**src/rtl/ddr3_rw_arbiter.sv**
```systemverilog
// ddr3_rw_arbiter: round-robin DDR3 read/write burst arbiter with per-direction frame address generation
module ddr3_rw_arbiter #(
  parameter int ADDR_WIDTH  = 27,
  parameter int BURST_BEATS = 8,
  parameter int ADDR_STEP   = 64,
  parameter int MAX_ADDR    = 172800
) (
  input  logic                  ref_clk,
  input  logic                  rst_n,
  input  logic                  init_done,
  input  logic                  wr_req,
  input  logic                  wr_load,
  input  logic                  rd_req,
  input  logic                  rd_load,
  output logic                  wr_fifo_rd_en,
  input  logic [127:0]          wr_fifo_data,
  output logic                  rd_fifo_wr_en,
  output logic [127:0]          rd_fifo_data,
  output logic [2:0]            cmd,
  output logic                  cmd_en,
  input  logic                  cmd_rdy,
  output logic [ADDR_WIDTH-1:0] addr,
  output logic [127:0]          ddr3_wr_data,
  output logic                  ddr3_wren,
  output logic                  ddr3_wr_end,
  input  logic                  ddr3_wr_rdy,
  output logic [5:0]            ddr3_burst_number,
  input  logic [127:0]          ddr3_rd_data,
  input  logic                  ddr3_rd_valid,
  output logic                  busy
);
  localparam int CW = $clog2(BURST_BEATS + 1);
  localparam logic [CW-1:0] LAST = CW'(BURST_BEATS - 1);
  localparam logic [ADDR_WIDTH-1:0] STEP = ADDR_WIDTH'(ADDR_STEP);
  localparam logic [ADDR_WIDTH-1:0] TOP = ADDR_WIDTH'(MAX_ADDR);
  typedef enum logic [2:0] {IDLE, WR_CMD, WR_DATA, RD_CMD, RD_WAIT} state_t;
  state_t state_q, state_d;
  logic last_rd_q, last_rd_d;
  logic [ADDR_WIDTH-1:0] wr_addr_q, wr_addr_d, rd_addr_q, rd_addr_d, wr_next, rd_next;
  logic [CW-1:0] wr_cnt_q, wr_cnt_d, rd_cnt_q, rd_cnt_d;
  logic wr_pend_q, wr_pend_d, rd_pend_q, rd_pend_d;
  logic wr_beat, rd_beat, wr_done, rd_done, wr_active, rd_active;
  assign wr_beat = state_q == WR_DATA && ddr3_wr_rdy;
  assign rd_beat = state_q == RD_WAIT && ddr3_rd_valid;
  assign wr_done = wr_beat && wr_cnt_q == LAST;
  assign rd_done = rd_beat && rd_cnt_q == LAST;
  assign wr_active = state_q == WR_CMD || state_q == WR_DATA;
  assign rd_active = state_q == RD_CMD || state_q == RD_WAIT;
  assign wr_next = wr_addr_q + STEP;
  assign rd_next = rd_addr_q + STEP;
  assign busy = state_q != IDLE;
  assign cmd_en = (state_q == WR_CMD || state_q == RD_CMD) && cmd_rdy;
  assign cmd = state_q == RD_CMD ? 3'b001 : 3'b000;
  assign addr = state_q == WR_CMD ? wr_addr_q : state_q == RD_CMD ? rd_addr_q : '0;
  assign ddr3_wren = wr_beat;
  assign wr_fifo_rd_en = wr_beat;
  assign ddr3_wr_end = wr_done;
  assign ddr3_wr_data = state_q == WR_DATA ? wr_fifo_data : '0;
  assign rd_fifo_wr_en = rd_beat;
  assign rd_fifo_data = state_q == RD_WAIT ? ddr3_rd_data : '0;
  assign ddr3_burst_number = 6'(BURST_BEATS - 1);
  // Next state: round-robin grant from IDLE, bursts always run to completion
  always_comb begin
    state_d = state_q;
    last_rd_d = last_rd_q;
    case (state_q)
      IDLE:
        if (init_done && wr_req && (!rd_req || last_rd_q)) begin
          state_d = WR_CMD;
          last_rd_d = 1'b0;
        end else if (init_done && rd_req) begin
          state_d = RD_CMD;
          last_rd_d = 1'b1;
        end
      WR_CMD:  state_d = cmd_rdy ? WR_DATA : WR_CMD;
      WR_DATA: state_d = wr_done ? IDLE : WR_DATA;
      RD_CMD:  state_d = cmd_rdy ? RD_WAIT : RD_CMD;
      RD_WAIT: state_d = rd_done ? IDLE : RD_WAIT;
      default: state_d = IDLE;
    endcase
  end
  // Beat counters and addresses; a load during a burst is deferred so addr stays stable
  always_comb begin
    wr_cnt_d = wr_beat ? (wr_done ? '0 : wr_cnt_q + 1'b1) : wr_cnt_q;
    rd_cnt_d = rd_beat ? (rd_done ? '0 : rd_cnt_q + 1'b1) : rd_cnt_q;
    wr_pend_d = wr_done ? 1'b0 : wr_pend_q || (wr_load && wr_active);
    rd_pend_d = rd_done ? 1'b0 : rd_pend_q || (rd_load && rd_active);
    wr_addr_d = wr_done ? ((wr_pend_q || wr_load || wr_next >= TOP) ? '0 : wr_next)
              : (wr_load && !wr_active) ? '0 : wr_addr_q;
    rd_addr_d = rd_done ? ((rd_pend_q || rd_load || rd_next >= TOP) ? '0 : rd_next)
              : (rd_load && !rd_active) ? '0 : rd_addr_q;
  end
  // State registers; last_served resets to read so the first contested grant is a write
  always_ff @(posedge ref_clk or negedge rst_n) begin
    if (!rst_n) begin
      state_q <= IDLE;
      last_rd_q <= 1'b1;
      wr_addr_q <= '0;
      rd_addr_q <= '0;
      wr_cnt_q <= '0;
      rd_cnt_q <= '0;
      wr_pend_q <= 1'b0;
      rd_pend_q <= 1'b0;
    end else begin
      state_q <= state_d;
      last_rd_q <= last_rd_d;
      wr_addr_q <= wr_addr_d;
      rd_addr_q <= rd_addr_d;
      wr_cnt_q <= wr_cnt_d;
      rd_cnt_q <= rd_cnt_d;
      wr_pend_q <= wr_pend_d;
      rd_pend_q <= rd_pend_d;
    end
  end
endmodule
```
**config.mk**
```make
export PLATFORM = sky130hd
export DESIGN_NAME = ddr3_rw_arbiter
export DESIGN_NICKNAME = d
export VERILOG_FILES = /design/src/rtl/ddr3_rw_arbiter.sv
export SDC_FILE = /design/constraint.sdc
export NUM_CORES = 1
export LEC_CHECK = 0
export CORE_AREA = 4 4 218 220
export CTS_BUF_LIST = sky130_fd_sc_hd__clkbuf_8
export DETAILED_ROUTE_END_ITERATION = 8
export DIE_AREA = 0 0 222 224
export GPL_ROUTABILITY_DRIVEN = 0
export PLACE_DENSITY = 0.47
export SYNTH_ARGS = -nofsm -noshare
export SYNTH_HDL_FRONTEND = slang
export SYNTH_SLANG_ARGS = --single-unit
```
**constraint.sdc**
```tcl
create_clock -name ref_clk -period 6.2 [get_ports ref_clk]
set_input_delay 0.93 -clock ref_clk [delete_from_list [all_inputs] [get_ports ref_clk]]
set_output_delay 0.93 -clock ref_clk [all_outputs]
set_load 0.01 [all_outputs]
```
==> impl_metrics.py <==
metrics = {
    "setup_path": {
        "start_kind": "flop",
        "path_delay_family": "buffers and inverters",
        "slowest_stage": "buf_4",
        "critPathMaxFanout": 134,
        "path_buf_inv": 3,
        "slowest_delay_ns": 0.75,
        "worstPathRequired_ns": 5.27,
        "reg2reg_depth": 8,
        "reg2reg_slack_ns": 2.86,
        "path_cells": "buf_4 > nor2b_1 > nand2_1 > inv_1 > a22o_1 > clkdlybuf4s50_1",
        "reg2reg_to": "wr_addr_q[11]",
        "critPathArrivalTime_ns": 3.10,
        "r2r_start": "wr_addr_q[6]",
        "crit_path_end_kind": "output port",
        "critPathKind": "reg -> out",
    },
    "die": {
        "fp.dieW_microns": 222,
        "io_pins": 564,
        "initial_core_util": 0.131,
        "num_rows": 78,
        "core_area_sq_um": 45300,
        "die_area_sq_um": 49700,
        "fp.dieH_microns": 224,
    },
    "power_and_ir_drop": {
        "power_density_nw_per_um2": 262,
        "power.share.sequential": 0.148,
        "sw_frac_of_total": 0.449,
        "power_switching_mw": 1.41,
        "clkPwrFrac": 0.095,
        "p_int_mw": 1.73,
        "finalPower_mw": 3.14,
        "leakagePower_nw": 4.87,
        "p_comb_frac": 0.757,
        "ir_worst_vdd_uv": 233,
    },
    "sta": {
        "worst_pin_slew_ns": 1.11,
        "slew_headroom": 0.261,
        "post-route-period-util": 0.650,
        "rsz0062_at_grt": "false",
        "hold_viol": 0,
        "skew_ns": 0.0307,
        "max_freq_mhz": 248,
        "min_period_ns": 4.03,
        "slew_violations": 0,
        "setup_violations": 0,
        "fin_setup_tns_ns": 0,
    },
    "synth": {
        "avgSynthCellArea_sq_um": 7.59,
        "synth_flop_cell": "dfrtp_1",
        "synthArstFlopShare": 1.00,
        "synth_edf_count": 0,
        "syn_area_sq_um": 5930,
        "synth-seq-cells": 56,
        "yosys.area.top_type": "dfrtp_1",
        "synth_top_cell_area_share": 0.232,
        "synth_cell_types": 72,
        "ys_seq_area_frac": 0.237,
        "yosysWarnings": 0,
        "synth_area_leaders": "dfrtp_1 23%, and2_1 16%, and3_1 14%",
        "postSynthCellCount": 781,
    },
    "placed_design": {
        "io_buffers": 549,
        "hpwl_microns": 38800,
        "placedCellCount": 1852,
        "place_area_sq_um": 11800,
    },
    "finish": {
        "drive_gt1_frac": 0.0357,
        "final_cells": 1872,
        "final_cell_area_sq_um": 12000,
        "nFillCells": 5001,
        "area.sequential_sq_um": 1400,
        "multi_input_area_sq_um": 4070,
        "syn2layout_area_growth_pct": 102,
        "nets": 1529,
        "post-route-util": 0.265,
        "mostFrequentLayoutCells": "548 x clkdlybuf4s50_1, 151 x and2_1, 137 x and3_1, 54 x dfrtp_1, 50 x nand2_1",
        "mostFrequentLayoutCell": "clkdlybuf4s50_1",
    },
    "global_routing": {
        "grt_pass1_vias": 7940,
        "grt_antenna_before_repair": 19,
        "grt_pass1_wl_microns": 63200,
        "overflow": 0,
        "grt_usage": 0.174,
        "grt_max_degree": 135,
    },
    "detailed_routing": {
        "drc_errors": 0,
        "vias_per_cell": 4.23,
        "drtPass1Iterations": 5,
        "routed_wl_microns": 46300,
        "drt_iter0_markers": 497,
        "wl_per_cell_microns": 24.7,
        "final_antenna_net_count": 0,
        "route.vias.total": 7921,
    },
    "clock_tree": {
        "cts-root-buf": "clkbuf_8",
        "cts_tree": "yes",
        "cts_hold_buf": 0,
        "clkSinkCount": 56,
        "clkLatencyLatePin_ns": 0.35,
        "cts_setup_buffers": 0,
        "ctsHtreeMaxLevel": 2,
        "cts_buffers": 5,
        "post_cts_resized": 0,
        "clk_pin_slew_worst_paths_ns": 0.13,
        "clk_path_buf_depth": 2,
    },
    "worst_hold_path": {
        "hp-class": "reg -> reg",
        "min_from": "rd_cnt_q[2]",
        "hold_depth": 1,
        "hold_end": "rd_cnt_q[2]",
    },
    "run": {
        "max_cap_violations": 0,
    },
    "run_status": {
        "status": "finished clean",
    },
}
[how the worst max path moves through the flow]
stage	cells past startpoint	start	slack (ns)	endpoint
after floorplan	8	ddr3_rd_valid	3.68	rd_addr_q[17]
after global placement	6	ddr3_wr_rdy	2.50	ddr3_wr_end
after detailed placement	6	state_q[2]	2.45	addr[15]
after CTS	6	state_q[2]	2.06	addr[15]
after global routing	6	state_q[2]	1.83	addr[15]
final	6	state_q[2]	2.17	addr[21]
[cell families after synthesis]
| family | count (synthesis) | share of synthesized area |
|---|---|---|
| AND/OR/NAND/NOR | 475 | 0.482 |
| XOR/XNOR | 8 | 0.0118 |
| adder cells (fa/ha/maj) | 4 | 0.00844 |
| flip-flops | 56 | 0.237 |
| AO/OA/AOI/OAI | 116 | 0.155 |
| other | 2 | 0.00127 |
| buffers and inverters | 110 | 0.0876 |
| multiplexers | 10 | 0.0175 |
[per-stage QoR]
stage                     hold WS (ns)  worst slack [ns]
after floorplan                  0.463              3.68
after global placement           0.479              2.50
after detailed placement         0.486              2.45
after CTS                        0.512              2.06
after global routing             0.536              1.83
final                            0.505              2.17
[cell type report]
class	instances	share of cell area
Clock buffer	5	0.00574
Tap cell	600	0.0627
Multi-Input combinational cell	627	0.340
Timing Repair Buffer	556	0.463
Sequential cell	56	0.117
Antenna cell	12	0.00251
Inverter	13	0.00418
Clock inverter	3	0.00533
[Yosys cell counts, types with 3 or more instances]
| library cell | instances |
|---|---|
| and3_1 | 137 |
| mux2_2 | 3 |
| mux2i_1 | 7 |
| inv_1 | 12 |
| buf_4 | 19 |
| and4_1 | 7 |
| a31oi_1 | 12 |
| clkbuf_1 | 60 |
| nor2b_1 | 4 |
| a41oi_1 | 18 |
| o22ai_1 | 4 |
| or3_1 | 5 |
| xnor2_1 | 6 |
| a21o_1 | 5 |
| nand2_1 | 50 |
| a211oi_1 | 3 |
| nand2_2 | 3 |
| o2111ai_1 | 3 |
| nand3_1 | 31 |
| nand2b_1 | 4 |
| and2_1 | 151 |
| a21oi_1 | 13 |
| dfrtp_1 | 55 |
| o211ai_1 | 3 |
| ha_1 | 4 |
| a22o_1 | 20 |
| buf_2 | 15 |
| or4_1 | 4 |
| o21ai_0 | 8 |
| nand4_1 | 11 |
| o21ai_1 | 4 |
| nor2_1 | 31 |
| nor3_1 | 15 |
[power by group through the flow]
stage | Sequential (mW) | Combinational, mW | Clock [mW]
final | 0.466 | 2.37 | 0.298
after global routing | 0.473 | 2.56 | 0.323
after CTS | 0.466 | 2.40 | 0.309
after detailed placement | 0.473 | 2.37 | 0
after global placement | 0.471 | 2.39 | 0
after floorplan | 0.440 | 1.05 | 0
[worst reg2reg max path: stages (launching register included)]
cell and delay [ns]:
dfrtp_1 0.52, ha_1 0.41, nand4_2 0.29, nor4_2 0.57, nand4_1 0.17, and3_4 0.24, a2111oi_4 0.72, a31oi_1 0.18
mux2i_1 0.18
[per-layer routing]
metal / vias to the layer above / share of wire / track usage
li1: 3724 / - / -
met3: 41 / 0.081 / 0.0595
met2: 295 / 0.51 / 0.306
met1: 3857 / 0.39 / 0.201
met4: 4 / 0.016 / 0.0500
met5: - / 0.00058 / 0
[sequential cells by signal (all words and copies together) (netlist names)]
name,count
rd_addr_q,21
rd_pend_q,1
wr_cnt_q,4
state_q,3
wr_pend_q,1
last_rd_q,1
rd_cnt_q,4
wr_addr_q,21
No activity file was read; power rests on OpenSTA's default activity.
